$ cat src/rtl/cpu_clock_pkg.sv
// Shared types for the CPU slow-clock controller: FSM states and run-mode encodings.
package cpu_clock_pkg;
   typedef enum logic [1:0] {IDLE = 2'd0, RUN = 2'd1, STEP = 2'd2, BURST = 2'd3} state_t;
   typedef enum logic [1:0] {M_RUN = 2'd0, M_PAUSE = 2'd1, M_STEP = 2'd2, M_BURST = 2'd3} mode_t;
endpackage

$ cat src/rtl/sync_edge.sv
// Multi-flop synchroniser carrying a trigger bit (rising-edge detected) plus passenger level bits.
// o_vld rises once the chain has been refilled after reset, so cleared flops are never read as live data.
module sync_edge #(
   parameter int STAGES = 2,
   parameter int WIDTH  = 1
) (
   input  logic             i_clk,
   input  logic             i_rst_n,
   input  logic             i_trig,
   input  logic [WIDTH-1:0] i_lvl,
   output logic [WIDTH-1:0] o_lvl,
   output logic             o_rise,
   output logic             o_vld
);
   logic [WIDTH+1:0] r_sync [STAGES];
   logic             r_prev;

   always_ff @(posedge i_clk or negedge i_rst_n) begin
      if (!i_rst_n) begin
         for (int i = 0; i < STAGES; i++) r_sync[i] <= '0;
         r_prev <= 1'b0;
      end else begin
         r_sync[0] <= {i_lvl, i_trig, 1'b1};
         for (int i = 1; i < STAGES; i++) r_sync[i] <= r_sync[i-1];
         r_prev <= r_sync[STAGES-1][1];
      end
   end

   assign o_lvl  = r_sync[STAGES-1][WIDTH+1:2];
   assign o_rise = r_sync[STAGES-1][1] & ~r_prev;
   assign o_vld  = r_sync[STAGES-1][0];
endmodule

$ cat src/rtl/cpu_clock_ctrl.sv
// Slow CPU clock generator from clk_2: programmable divider, RUN/PAUSE/STEP/BURST modes, cycle counter.
// Optional breakpoint halt is compiled in with `define BREAKPOINT_EN.
module cpu_clock_ctrl
   import cpu_clock_pkg::*;
#(
   parameter int DIV_BITS    = 4,
   parameter int NBITS       = 8,
   parameter int SYNC_STAGES = 2
) (
   input  logic                clk_2,
   input  logic                reset,
   input  logic [DIV_BITS-1:0] div,
   input  logic [1:0]          mode,
   input  logic                step,
   input  logic [NBITS-1:0]    burst_len,
`ifdef BREAKPOINT_EN
   input  logic [NBITS-1:0]    pc,
   input  logic [NBITS-1:0]    bkpt,
   input  logic                bkpt_valid,
   output logic                bkpt_hit,
`endif
   output logic                clock,
   output logic                tick,
   output logic                busy,
   output logic [NBITS-1:0]    ncycles,
   output logic [1:0]          state
);
   localparam logic [DIV_BITS-1:0] C_ONE = DIV_BITS'(1);
   localparam logic [NBITS-1:0]    N_ONE = NBITS'(1);

   state_t              r_state, w_state_n;
   logic [DIV_BITS-1:0] r_cnt, r_div;
   logic [NBITS-1:0]    r_ncyc, r_remain;
   logic                r_clk, r_tick;
   logic [1:0]          w_mode_lvl;
   mode_t               w_mode;
   logic                w_step_rise, w_sync_vld, w_active, w_wrap, w_rise, w_fall, w_stay;
   logic                w_bkpt, w_park;

   sync_edge #(.STAGES(SYNC_STAGES), .WIDTH(2)) u_sync (
      .i_clk(clk_2), .i_rst_n(reset), .i_trig(step), .i_lvl(mode),
      .o_lvl(w_mode_lvl), .o_rise(w_step_rise), .o_vld(w_sync_vld)
   );

   assign w_mode   = mode_t'(w_mode_lvl);
   assign w_active = (r_state != IDLE);
   assign w_wrap   = w_active && (r_cnt == r_div);
   assign w_rise   = w_wrap && !r_clk;
   assign w_fall   = w_wrap && r_clk;
   assign w_stay   = (w_state_n != IDLE);

`ifdef BREAKPOINT_EN
   logic r_bkpt_hit, r_park;
   assign w_bkpt   = bkpt_valid && (pc == bkpt);
   assign w_park   = r_park;
   assign bkpt_hit = r_bkpt_hit;

   // After a breakpoint halt, RUN stays parked until the mode switch leaves RUN.
   always_ff @(posedge clk_2 or negedge reset) begin
      if (!reset) begin
         r_bkpt_hit <= 1'b0;
         r_park     <= 1'b0;
      end else begin
         if (!w_active && w_stay)
            r_bkpt_hit <= 1'b0;
         else if ((r_state == RUN || r_state == BURST) && w_fall && w_bkpt)
            r_bkpt_hit <= 1'b1;
         if (r_state == RUN && w_fall && w_bkpt) r_park <= 1'b1;
         else if (w_mode != M_RUN)                r_park <= 1'b0;
      end
   end
`else
   assign w_bkpt = 1'b0;
   assign w_park = 1'b0;
`endif

   always_ff @(posedge clk_2 or negedge reset) begin
      if (!reset) r_state <= IDLE;
      else        r_state <= w_state_n;
   end

   // Stops requested while clock is low take effect at once; while high, at the falling edge.
   always_comb begin
      w_state_n = r_state;
      case (r_state)
         IDLE: begin
            if (w_sync_vld && w_mode == M_RUN && !w_park)                     w_state_n = RUN;
            else if (w_step_rise && w_mode == M_STEP)                          w_state_n = STEP;
            else if (w_step_rise && w_mode == M_BURST && burst_len != '0)      w_state_n = BURST;
         end
         RUN: begin
            if ((w_mode != M_RUN && !r_clk) || (w_fall && (w_mode != M_RUN || w_bkpt)))
               w_state_n = IDLE;
         end
         STEP: if (w_fall) w_state_n = IDLE;
         BURST: begin
            if ((w_mode == M_PAUSE && !r_clk) ||
                (w_fall && (r_remain == N_ONE || w_mode == M_PAUSE || w_bkpt)))
               w_state_n = IDLE;
         end
         default: w_state_n = IDLE;
      endcase
   end

   always_comb begin
      busy  = (r_state != IDLE);
      state = r_state;
   end

   // div is latched only at a counter restart so a phase never changes length mid-way.
   always_ff @(posedge clk_2 or negedge reset) begin
      if (!reset) begin
         r_cnt    <= '0;
         r_div    <= '0;
         r_clk    <= 1'b0;
         r_tick   <= 1'b0;
         r_ncyc   <= '0;
         r_remain <= '0;
      end else begin
         if (!w_active || !w_stay) begin
            r_cnt <= '0;
            r_clk <= 1'b0;
            r_div <= div;
         end else if (w_wrap) begin
            r_cnt <= '0;
            r_clk <= ~r_clk;
            r_div <= div;
         end else begin
            r_cnt <= r_cnt + C_ONE;
         end
         r_tick <= w_rise && w_stay;
         if (w_rise && w_stay) r_ncyc <= r_ncyc + N_ONE;
         if (!w_active && w_state_n == BURST)  r_remain <= burst_len;
         else if (r_state == BURST && w_fall)  r_remain <= r_remain - N_ONE;
      end
   end

   assign clock   = r_clk;
   assign tick    = r_tick;
   assign ncycles = r_ncyc;
endmodule

$ cat config.mk
export PLATFORM = sky130hd
export DESIGN_NAME = cpu_clock_ctrl
export DESIGN_NICKNAME = d
export VERILOG_FILES = /design/src/rtl/cpu_clock_pkg.sv /design/src/rtl/sync_edge.sv /design/src/rtl/cpu_clock_ctrl.sv
export SDC_FILE = /design/constraint.sdc
export NUM_CORES = 1
export LEC_CHECK = 0
export BUFFER_PORTS_ARGS = -buffer_cell sky130_fd_sc_hd__buf_2
export CELL_PAD_IN_SITES_DETAIL_PLACEMENT = 0
export CELL_PAD_IN_SITES_GLOBAL_PLACEMENT = 1
export CORE_UTILIZATION = 47
export CTS_CLUSTER_DIAMETER = 50
export CTS_CLUSTER_SIZE = 16
export DETAILED_ROUTE_END_ITERATION = 8
export PLACE_DENSITY = 0.88
export SLEW_MARGIN = 20
export SYNTH_ARGS = -nofsm -noshare
export SYNTH_HDL_FRONTEND = slang
export SYNTH_SLANG_ARGS = --single-unit
export TNS_END_PERCENT = 20
$ cat constraint.sdc
create_clock -name clk_2 -period 4.7 [get_ports clk_2]
set_clock_uncertainty 0.05 [all_clocks]
set_input_delay 0.94 -clock clk_2 [delete_from_list [all_inputs] [get_ports clk_2]]
set_output_delay 0.94 -clock clk_2 [all_outputs]
set_load 0.01 [all_outputs]
==> flow_summary.yaml, run 1 <==
timing:
  relSlewSlack_pct: 46.17
  period_needed_ns: 2.542
  worst_pin_slew_ns: 0.8075
  fin_crit_sh_pct: 54.07
  slew_viol_final: 0
  finalSetupTns_ns: 0
  rsz0062_at_grt: "no"
  max_freq_ghz: 0.3935
  finalSetupViolCount: 0
  hold_violations: 0
layout:
  nFillCells: 341
  nets: 219
  diodes: 0
  final_util_pct: 58.86
  drive_gt1_share_pct: 28.14
  area_delta_synth_final_pct: 17.64
clock_tree:
  htreeDepth: 2
  clk-insertion-delay-late_ns: 0.29
  cts-root-buf: "clkbuf_8"
  cts_tree: "built"
  cts_hold_buf: 0
  cts_resized: 0
  post_cts_buffers: 0
  numCtsBuffers: 5
  clk_pin_slew_worst_paths_ns: 0.08
  clock_path_buffers: 2
  clkSinkCount: 37
die:
  rows: 22
  die_h_um: 65.13
  die_w_um: 65.13
  core_area_um2: 3744
  initial_core_util_pct: 50.03
  die-area_um2: 4242
  ios: 30
pwr:
  leakage_nw: 0.9640
  peakVddDrop_mv: 0.3074
  powerDensity_nw_per_um2: 586.8
min_path:
  hp-start: "u_sync.r_sync[6]$_DFF_PN0_"
  whs_path_depth: 0
  hp-class: "flop to flop"
place:
  routabilityCongestion: 0.8659
  io_buffers: 29
  hpwlAfterDp_um: 2805
yosys:
  synth_nets: 185
  yosys.cell_types.count: 46
  synth_top_family_by_area: "simple AND/OR/NAND/NOR gates"
  synth_common_cells: "dfrtp_1 (37), nor3_1 (11), xnor2_1 (11)"
  synth_adder_area_share_pct: 2.672
  synth_seq_cells: 37
  synth-simple-area-share_pct: 19.91
  synth-xor-area-share_pct: 7.949
  syn_area_um2: 1873
  yosysWarnings: 0
  netlist_instances: 164
  synth_flop_cell: "dfrtp_1"
  synth.most_common_cell: "dfrtp_1"
  synth_edf_count: 0
  synth_compound_area_share_pct: 12.02
  ys_seq_area_share_pct: 49.43
  synth_top_cells_by_area: "dfrtp_1 (49%), xnor2_1 (5.1%), mux2_2 (4.2%), nor3_1 (2.9%), xor2_1 (2.8%)"
  synthArstFlopShare_pct: 100.0
  muxShareOfSynthArea_pct: 5.344
  yosysTopAreaCellShare_pct: 49.43
  yosysTopAreaCell: "dfrtp_1"
  avgSynthCellArea_um2: 11.42
drt:
  wl_per_cell_um: 15.48
  postRouteWirelength_um: 3824
  drc: 0
  ant_nets: 0
  viasPerCell: 5.777
  drtPass1Iterations: 6
  vias: 1427
  first_iter_violations: 145
worst_setup_path:
  critPathCaptureType: "flop"
  r2r_cells: 5
  r2r-end: "ncycles[1]$_DFFE_PN0P_"
  arrival_ns: 2.67
  reg2reg_setup_slack_ns: 2.16
  required_ns: 4.83
  startpoint: "r_cnt[0]$_DFF_PN0_"
  crit_fanout: 14
  critical_path_class: "flop to flop"
  worstSetupStartpointType: "flop"
  rr_startpoint: "r_cnt[0]$_DFF_PN0_"
  crit_end: "ncycles[1]$_DFFE_PN0P_"
global_route:
  grt_max_degree: 38
  grt.overflow.total: 0
  grt_pass1_wl_um: 6603
  grt_pass1_vias: 1409
  grt_util_all_layers_pct: 20.81
  antenna_found_initial: 0
job:
  timing.max_cap.violations: 0
status:
  status: "finished clean"
## routing by layer
metal  wire length (µm)  vias up  track usage, %  share of wire [%]
li1                   -      665               -                  -
met4                 43        0           8.424                1.1
met5                  0        -               0                  0
met1               1643      701           26.16                 43
met2               1888       57           34.38                 49
met3                247        4           5.035                6.5
## layout make-up
cell class | instances | area [µm²] | share of cell area (%)
flip-flops and latches | 37 | 925.9 | 42.02
well taps | 48 | 60.06 | 2.726
clock inverters | 3 | 68.82 | 3.123
multi-input cells | 116 | 900.9 | 40.89
repair buffers | 29 | 145.1 | 6.587
clock buffers | 5 | 68.82 | 3.123
inverters | 9 | 33.78 | 1.533
## critical path: stages, from the launching register on
cell	delay [ns]
dfrtp_1	0.43
xnor2_1	0.19
nand4_1	0.55
or3_1	0.60
nor2_1	0.26
mux2_2	0.36
## registers in the layout (all words and copies together), names as in the netlist
name,cells
r_cnt,4
u_sync.o_vld,1
u_sync.r_sync,5
u_sync.o_lvl,2
r_remain,8
clock,1
ncycles,8
r_div,4
tick,1
u_sync.r_prev,1
state,2
## layout by cell type, fill, tap and decap left out, drive strengths merged, types with 3 or more instances in the layout
cell	n
nand2	8
xor2	6
nand3	6
nor2	11
ha	4
xnor2	11
clkbuf	5
mux2	8
dfrtp	37
o21ai	3
a221o	3
inv	10
nor4	7
buf	29
a21oi	7
nor3	11
nand4	4
## metrics by stage
stage | cell area (µm²) | power, mW | std cells | hold WS [ns] | worst slack (ns)
3_5_place_dp | 2066 | 0.9668 | 239 | 0.2872 | 1.913
5_1_grt | 2203 | 1.378 | 247 | 0.3161 | 1.923
3_3_place_gp | 2066 | 0.9455 | 239 | 0.2818 | 1.985
4_1_cts | 2203 | 1.305 | 247 | 0.3055 | 2.175
2_1_floorplan | 1873 | 0.8380 | 164 | 0.2812 | 2.245
6_report | 2203 | 1.293 | 247 | 0.3103 | 2.158
## cell families (layout without fill, tap and decap cells)
group	Yosys count	count (layout)
other	1	1
flip-flops	37	37
multiplexers	9	9
adder cells (fa/ha/maj)	4	4
AND/OR/NAND/NOR	61	61
buffers and inverters	11	46
AO/OA/AOI/OAI	24	24
XOR/XNOR	17	17
## power breakdown
| part | leakage [nW] | total, mW | internal, mW | switching [mW] |
|---|---|---|---|---|
| registers | 0.461 | 0.527 | 0.407 | 0.120 |
| clock network | 0.0687 | 0.332 | 0.214 | 0.119 |
| logic | 0.434 | 0.434 | 0.200 | 0.234 |
| total | 0.964 | 1.29 | 0.821 | 0.472 |
## worst min-delay path by stage
stage                                endpoint  slack (ns)
floorplan           u_sync.o_lvl[0]$_DFF_PN0_        0.28
global placement    u_sync.o_lvl[1]$_DFF_PN0_        0.28
detailed placement  u_sync.o_lvl[0]$_DFF_PN0_        0.29
CTS                 u_sync.o_lvl[0]$_DFF_PN0_        0.31
global route        u_sync.o_lvl[1]$_DFF_PN0_        0.32
finish              u_sync.o_lvl[0]$_DFF_PN0_        0.31
Note: power is estimated with default switching activity, not from simulation.
==> run 2, diff against run 1 <==
Settings changed: CORE_UTILIZATION 47 to 44, PLACE_DENSITY 0.88 to 0.83.
Clock period 4.7 ns to 2.6 ns, I/O delays scaled along.
==> flow_summary.yaml, run 2 (synthesis results as in run 1) <==
global_route:
  grt_util_all_layers_pct: 18.98
  grt_pass1_vias: 1318
  grt_max_degree: 38
  grt.overflow.total: 0
  grt_pass1_wl_um: 6230
  antenna_found_initial: 0
pwr:
  pwr-share-clk_pct: 17.8
  switching_share_pct: 39.23
  internal_power_mw: 1.300
  p_seq_share_pct: 43.6
  powerDensity_nw_per_um2: 987.5
  leakage_nw: 0.9498
  peakVddDrop_mv: 0.4526
  switchingPower_mw: 0.8390
  combPwrFrac_pct: 38.6
worst_setup_path:
  path_buf_inv: 1
  worstSetupStartpointType: "flop"
  required_ns: 2.73
  crit_fanout: 8
  crit_slowest_cell: "dfrtp_1"
  path_cells: "inv_1 -> ha_1 -> nor4bb_1 -> a221o_2 -> o21ai_2 -> o311ai_4 -> mux2_2"
  reg2reg_setup_slack_ns: 0.24
  arrival_ns: 2.49
  critical_path_class: "flop to flop"
  critPathCaptureType: "flop"
  critPathTopFamily: "compound AO/OA/AOI/OAI gates"
  crit_path_max_incr_delay_ns: 0.42
drt:
  postRouteWirelength_um: 3713
  drtPass1Iterations: 4
  viasPerCell: 5.486
  vias: 1377
  first_iter_violations: 64
  drc: 0
  ant_nets: 0
  wl_per_cell_um: 14.79
die:
  initial_core_util_pct: 46.16
  ios: 30
  die-area_um2: 4522
  die_w_um: 67.25
  die_h_um: 67.25
  core_area_um2: 4058
  rows: 23
place:
  routabilityCongestion: 0.8884
  hpwlAfterDp_um: 2728
  placed_cells: 243
  io_buffers: 29
clock_tree:
  cts_hold_buf: 0
  numCtsBuffers: 5
  clk_pin_slew_worst_paths_ns: 0.07
  clkSinkCount: 37
  cts_tree: "built"
  htreeDepth: 2
  clock_path_buffers: 2
  clk-insertion-delay-late_ns: 0.29
  cts_resized: 0
  post_cts_buffers: 0
  cts-root-buf: "clkbuf_8"
job:
  timing.max_cap.violations: 0
status:
  status: "finished clean"
layout:
  layout_common_cells: "dfrtp_1 (37), buf_2 (29), xnor2_1 (11), nor3_1 (11), nor2_1 (10)"
  area_delta_synth_final_pct: 15.63
  layout_commonest_cell: "dfrtp_1"
  nFillCells: 347
  diodes: 0
  seq_area_um2: 925.9
  drive_gt1_share_pct: 28.36
  nets: 221
  fin_cells: 251
  multi_input_area_um2: 900.9
timing:
  rsz0062_at_grt: "no"
  slew_viol_final: 0
  hold_violations: 0
  relSlewSlack_pct: 46.59
  worst_pin_slew_ns: 0.8011
  fin_crit_sh_pct: 90.78
  finalSetupViolCount: 0
  finalSetupTns_ns: 0
  max_freq_ghz: 0.4237
  period_needed_ns: 2.360
min_path:
  hp-class: "input pin to asynchronous set/reset pin"
==> run 2: worst paths after layout <==
check / from / end / cells past startpoint
worst max-delay path: r_remain[1]$_DFFE_PN0P_ / r_div[3]$_DFFE_PN0P_ / 7
worst min-delay path: reset / r_remain[3]$_DFFE_PN0P_ / 1
worst max register to register: r_remain[1]$_DFFE_PN0P_ / r_div[3]$_DFFE_PN0P_ / 7
worst min register to register: u_sync.r_sync[5]$_DFF_PN0_ / u_sync.r_sync[1]$_DFF_PN0_ / 0
max in group asynchronous: reset / r_remain[7]$_DFFE_PN0P_ / 1
min in group clk_2: step / u_sync.r_sync[5]$_DFF_PN0_ / 1
==> run 2: stage by stage <==
stage          instance area [µm²]  hold WS, ns  power, mW  setup WS, ns  util [%]
3_3_place_gp                  2083       0.2828      1.728        0.3064     51.34
6_report                      2166       0.2604      2.139        0.2397     53.38
4_1_cts                       2166       0.2748      2.151        0.2181     53.38
2_1_floorplan                 1873       0.1744      1.515        0.5648         -
5_1_grt                       2166       0.2697      2.292       0.07771     53.38
3_5_place_dp                  2083       0.2847      1.764        0.2334     51.34
==> run 2: layout make-up <==
type                       count  share of cell area, %
clock buffer                   6                  3.351
clock inverter                 2                 0.4622
inverter                       9                  1.560
multi-input combinational    116                  41.59
sequential                    37                  42.75
tap                           50                  2.889
timing repair buffer          31                  7.395
==> run 2: worst register-to-register path, cell delays in order, from the launching register on <==
cell	delay [ns]
dfrtp_1	0.42
inv_1	0.09
ha_1	0.15
nor4bb_1	0.27
a221o_2	0.33
o21ai_2	0.10
o311ai_4	0.43
mux2_2	0.40
==> run 2: power groups by stage <==
stage          registers, mW  logic (mW)  clock network [mW]
2_1_floorplan          0.922       0.593                   0
3_3_place_gp           0.932       0.796                   0
3_5_place_dp           0.943       0.821                   0
4_1_cts                0.932       0.829               0.390
5_1_grt                0.962       0.918               0.412
6_report               0.932       0.826               0.380
==> run 2: layer usage <==
layer	global-route usage [%]	wire length, µm	vias to the layer above
met2	29.88	1798	27
met3	5.068	151	7
met1	24.65	1706	679
li1	-	-	664
met5	0	0	-
met4	7.713	56	0
==> run 3, diff against run 2 <==
Settings changed: CORE_UTILIZATION 44 to 47, PLACE_DENSITY 0.83 to 0.88, SKIP_LAST_GASP from default to 1.
Clock period 2.6 ns to 3.1 ns, I/O delays scaled along.
==> flow_summary.yaml, run 3 (synthesis results as in run 1) <==
clock_tree:
  cts-root-buf: "clkbuf_8"
  numCtsBuffers: 5
  clk-insertion-delay-late_ns: 0.29
  clock_path_buffers: 2
  clk_pin_slew_worst_paths_ns: 0.07
  htreeDepth: 2
  post_cts_buffers: 0
  clkSinkCount: 37
  cts_tree: "built"
  cts_resized: 0
  cts_hold_buf: 0
global_route:
  grt_max_degree: 38
  antenna_found_initial: 0
  grt_pass1_wl_um: 6541
  grt_util_all_layers_pct: 20.32
  grt_pass1_vias: 1432
  grt.overflow.total: 0
die:
  ios: 30
  core_area_um2: 3744
  die_w_um: 65.13
  rows: 22
  die-area_um2: 4242
  initial_core_util_pct: 50.03
  die_h_um: 65.13
layout:
  area_delta_synth_final_pct: 15.30
  nFillCells: 333
  seq_area_um2: 925.9
  nets: 220
  multi_input_area_um2: 900.9
  diodes: 0
  final_cell_area_um2: 2160
  layout_commonest_cell: "dfrtp_1"
  drive_gt1_share_pct: 28.50
  layout_common_cells: "dfrtp_1 (37), buf_2 (29), xnor2_1 (11), nor3_1 (11), nor2_1 (10)"
timing:
  max_freq_ghz: 0.4323
  hold_violations: 0
  slew_viol_final: 0
  relSlewSlack_pct: 46.04
  worst_pin_slew_ns: 0.8094
  finalSetupViolCount: 0
  period_needed_ns: 2.313
  rsz0062_at_grt: "no"
  finalSetupTns_ns: 0
  fin_ws_ns: 0.7869
  fin_crit_sh_pct: 74.62
status:
  status: "finished clean"
pwr:
  switchingPower_mw: 0.7030
  pwr-share-clk_pct: 18.2
  switching_share_pct: 39.37
  leakage_nw: 0.9434
  peakVddDrop_mv: 0.3927
  p_seq_share_pct: 44.9
  internal_power_mw: 1.083
  powerDensity_nw_per_um2: 826.9
  combPwrFrac_pct: 36.9
drt:
  ant_nets: 0
  drc: 0
  wl_per_cell_um: 15.13
  first_iter_violations: 105
  postRouteWirelength_um: 3752
  vias: 1390
  viasPerCell: 5.605
  drtPass1Iterations: 4
worst_setup_path:
  r2r-end: "r_div[1]$_DFFE_PN0P_"
  crit_path_max_incr_delay_ns: 0.42
  critical_path_class: "flop to flop"
  startpoint: "r_remain[1]$_DFFE_PN0P_"
  arrival_ns: 2.44
  cp.depth: 7
  crit_slowest_cell: "dfrtp_1"
  worstSetupStartpointType: "flop"
  path_buf_inv: 1
  r2r_cells: 7
  crit_end: "r_div[1]$_DFFE_PN0P_"
  critPathCaptureType: "flop"
  path_cells: "inv_1 -> ha_1 -> nor4bb_1 -> a221o_2 -> o21ai_2 -> o311ai_4 -> mux2_2"
  rr_startpoint: "r_remain[1]$_DFFE_PN0P_"
  crit_fanout: 8
  critPathTopFamily: "compound AO/OA/AOI/OAI gates"
  required_ns: 3.22
  reg2reg_setup_slack_ns: 0.79
place:
  routabilityCongestion: 0.8639
  dp_slack_ns: 0.6061
  hpwlAfterDp_um: 2783
  io_buffers: 29
  dpl_cell_area_um2: 2073
min_path:
  hp-start: "u_sync.r_sync[4]$_DFF_PN0_"
  hp-class: "flop to flop"
job:
  timing.max_cap.violations: 0
## run 3: changes by cell type in the layout (fill, tap and decap cells not counted), sizes merged
cell	change
buf	-1
clkbuf	-1
clkinvlp	+1
## run 3: final cells by class
class	instances	area share [%]
Clock buffer	5	3.187
Multi-Input combinational cell	116	41.71
Sequential cell	37	42.87
Timing Repair Buffer	30	7.068
Clock inverter	3	0.8111
Inverter	9	1.564
Tap cell	48	2.781
## run 3: power by group through the flow
stage          combinational (mW)  clock (mW)  sequential, mW
2_1_floorplan               0.497           0           0.773
3_3_place_gp                0.643           0           0.796
3_5_place_dp                0.662           0           0.807
4_1_cts                     0.663       0.337           0.799
5_1_grt                     0.736       0.359           0.827
6_report                    0.659       0.326           0.801
## run 3: how the worst min path moves through the flow
stage	to	slack, ns	depth (start not counted)
after CTS	u_sync.o_vld$_DFF_PN0_	0.30	0
after global placement	u_sync.o_lvl[1]$_DFF_PN0_	0.28	0
after floorplan	clock$_DFFE_PN0P_	0.27	0
after detailed placement	u_sync.o_vld$_DFF_PN0_	0.28	0
final	u_sync.o_vld$_DFF_PN0_	0.30	0
after global routing	u_sync.o_vld$_DFF_PN0_	0.31	0
## run 3: through the flow
stage / utilization, % / power [mW] / hold WS (ns) / cells
6_report: 57.69 / 1.786 / 0.3007 / 248
5_1_grt: 57.69 / 1.922 / 0.3142 / 248
4_1_cts: 57.69 / 1.799 / 0.3020 / 248
3_5_place_dp: 55.38 / 1.469 / 0.2847 / 240
3_3_place_gp: 55.38 / 1.440 / 0.2818 / 240
2_1_floorplan: - / 1.270 / 0.2744 / 164
## run 3: layer usage
| metal | vias to the layer above | track usage, % | routed length (µm) |
|---|---|---|---|
| met1 | 678 | 26.16 | 1684 |
| li1 | 667 | - | - |
| met3 | 8 | 4.861 | 164 |
| met5 | - | 0 | 0 |
| met2 | 37 | 33.20 | 1841 |
| met4 | 0 | 7.609 | 61 |
## run 3: worst register-to-register path: cells and delay by family (launching register included)
family	cells	cell delay (ns)
fa+ha+maj	1	0.16
compound gates	3	0.84
mux	1	0.39
flops	1	0.42
simple gates	1	0.25
buf+inv	1	0.09
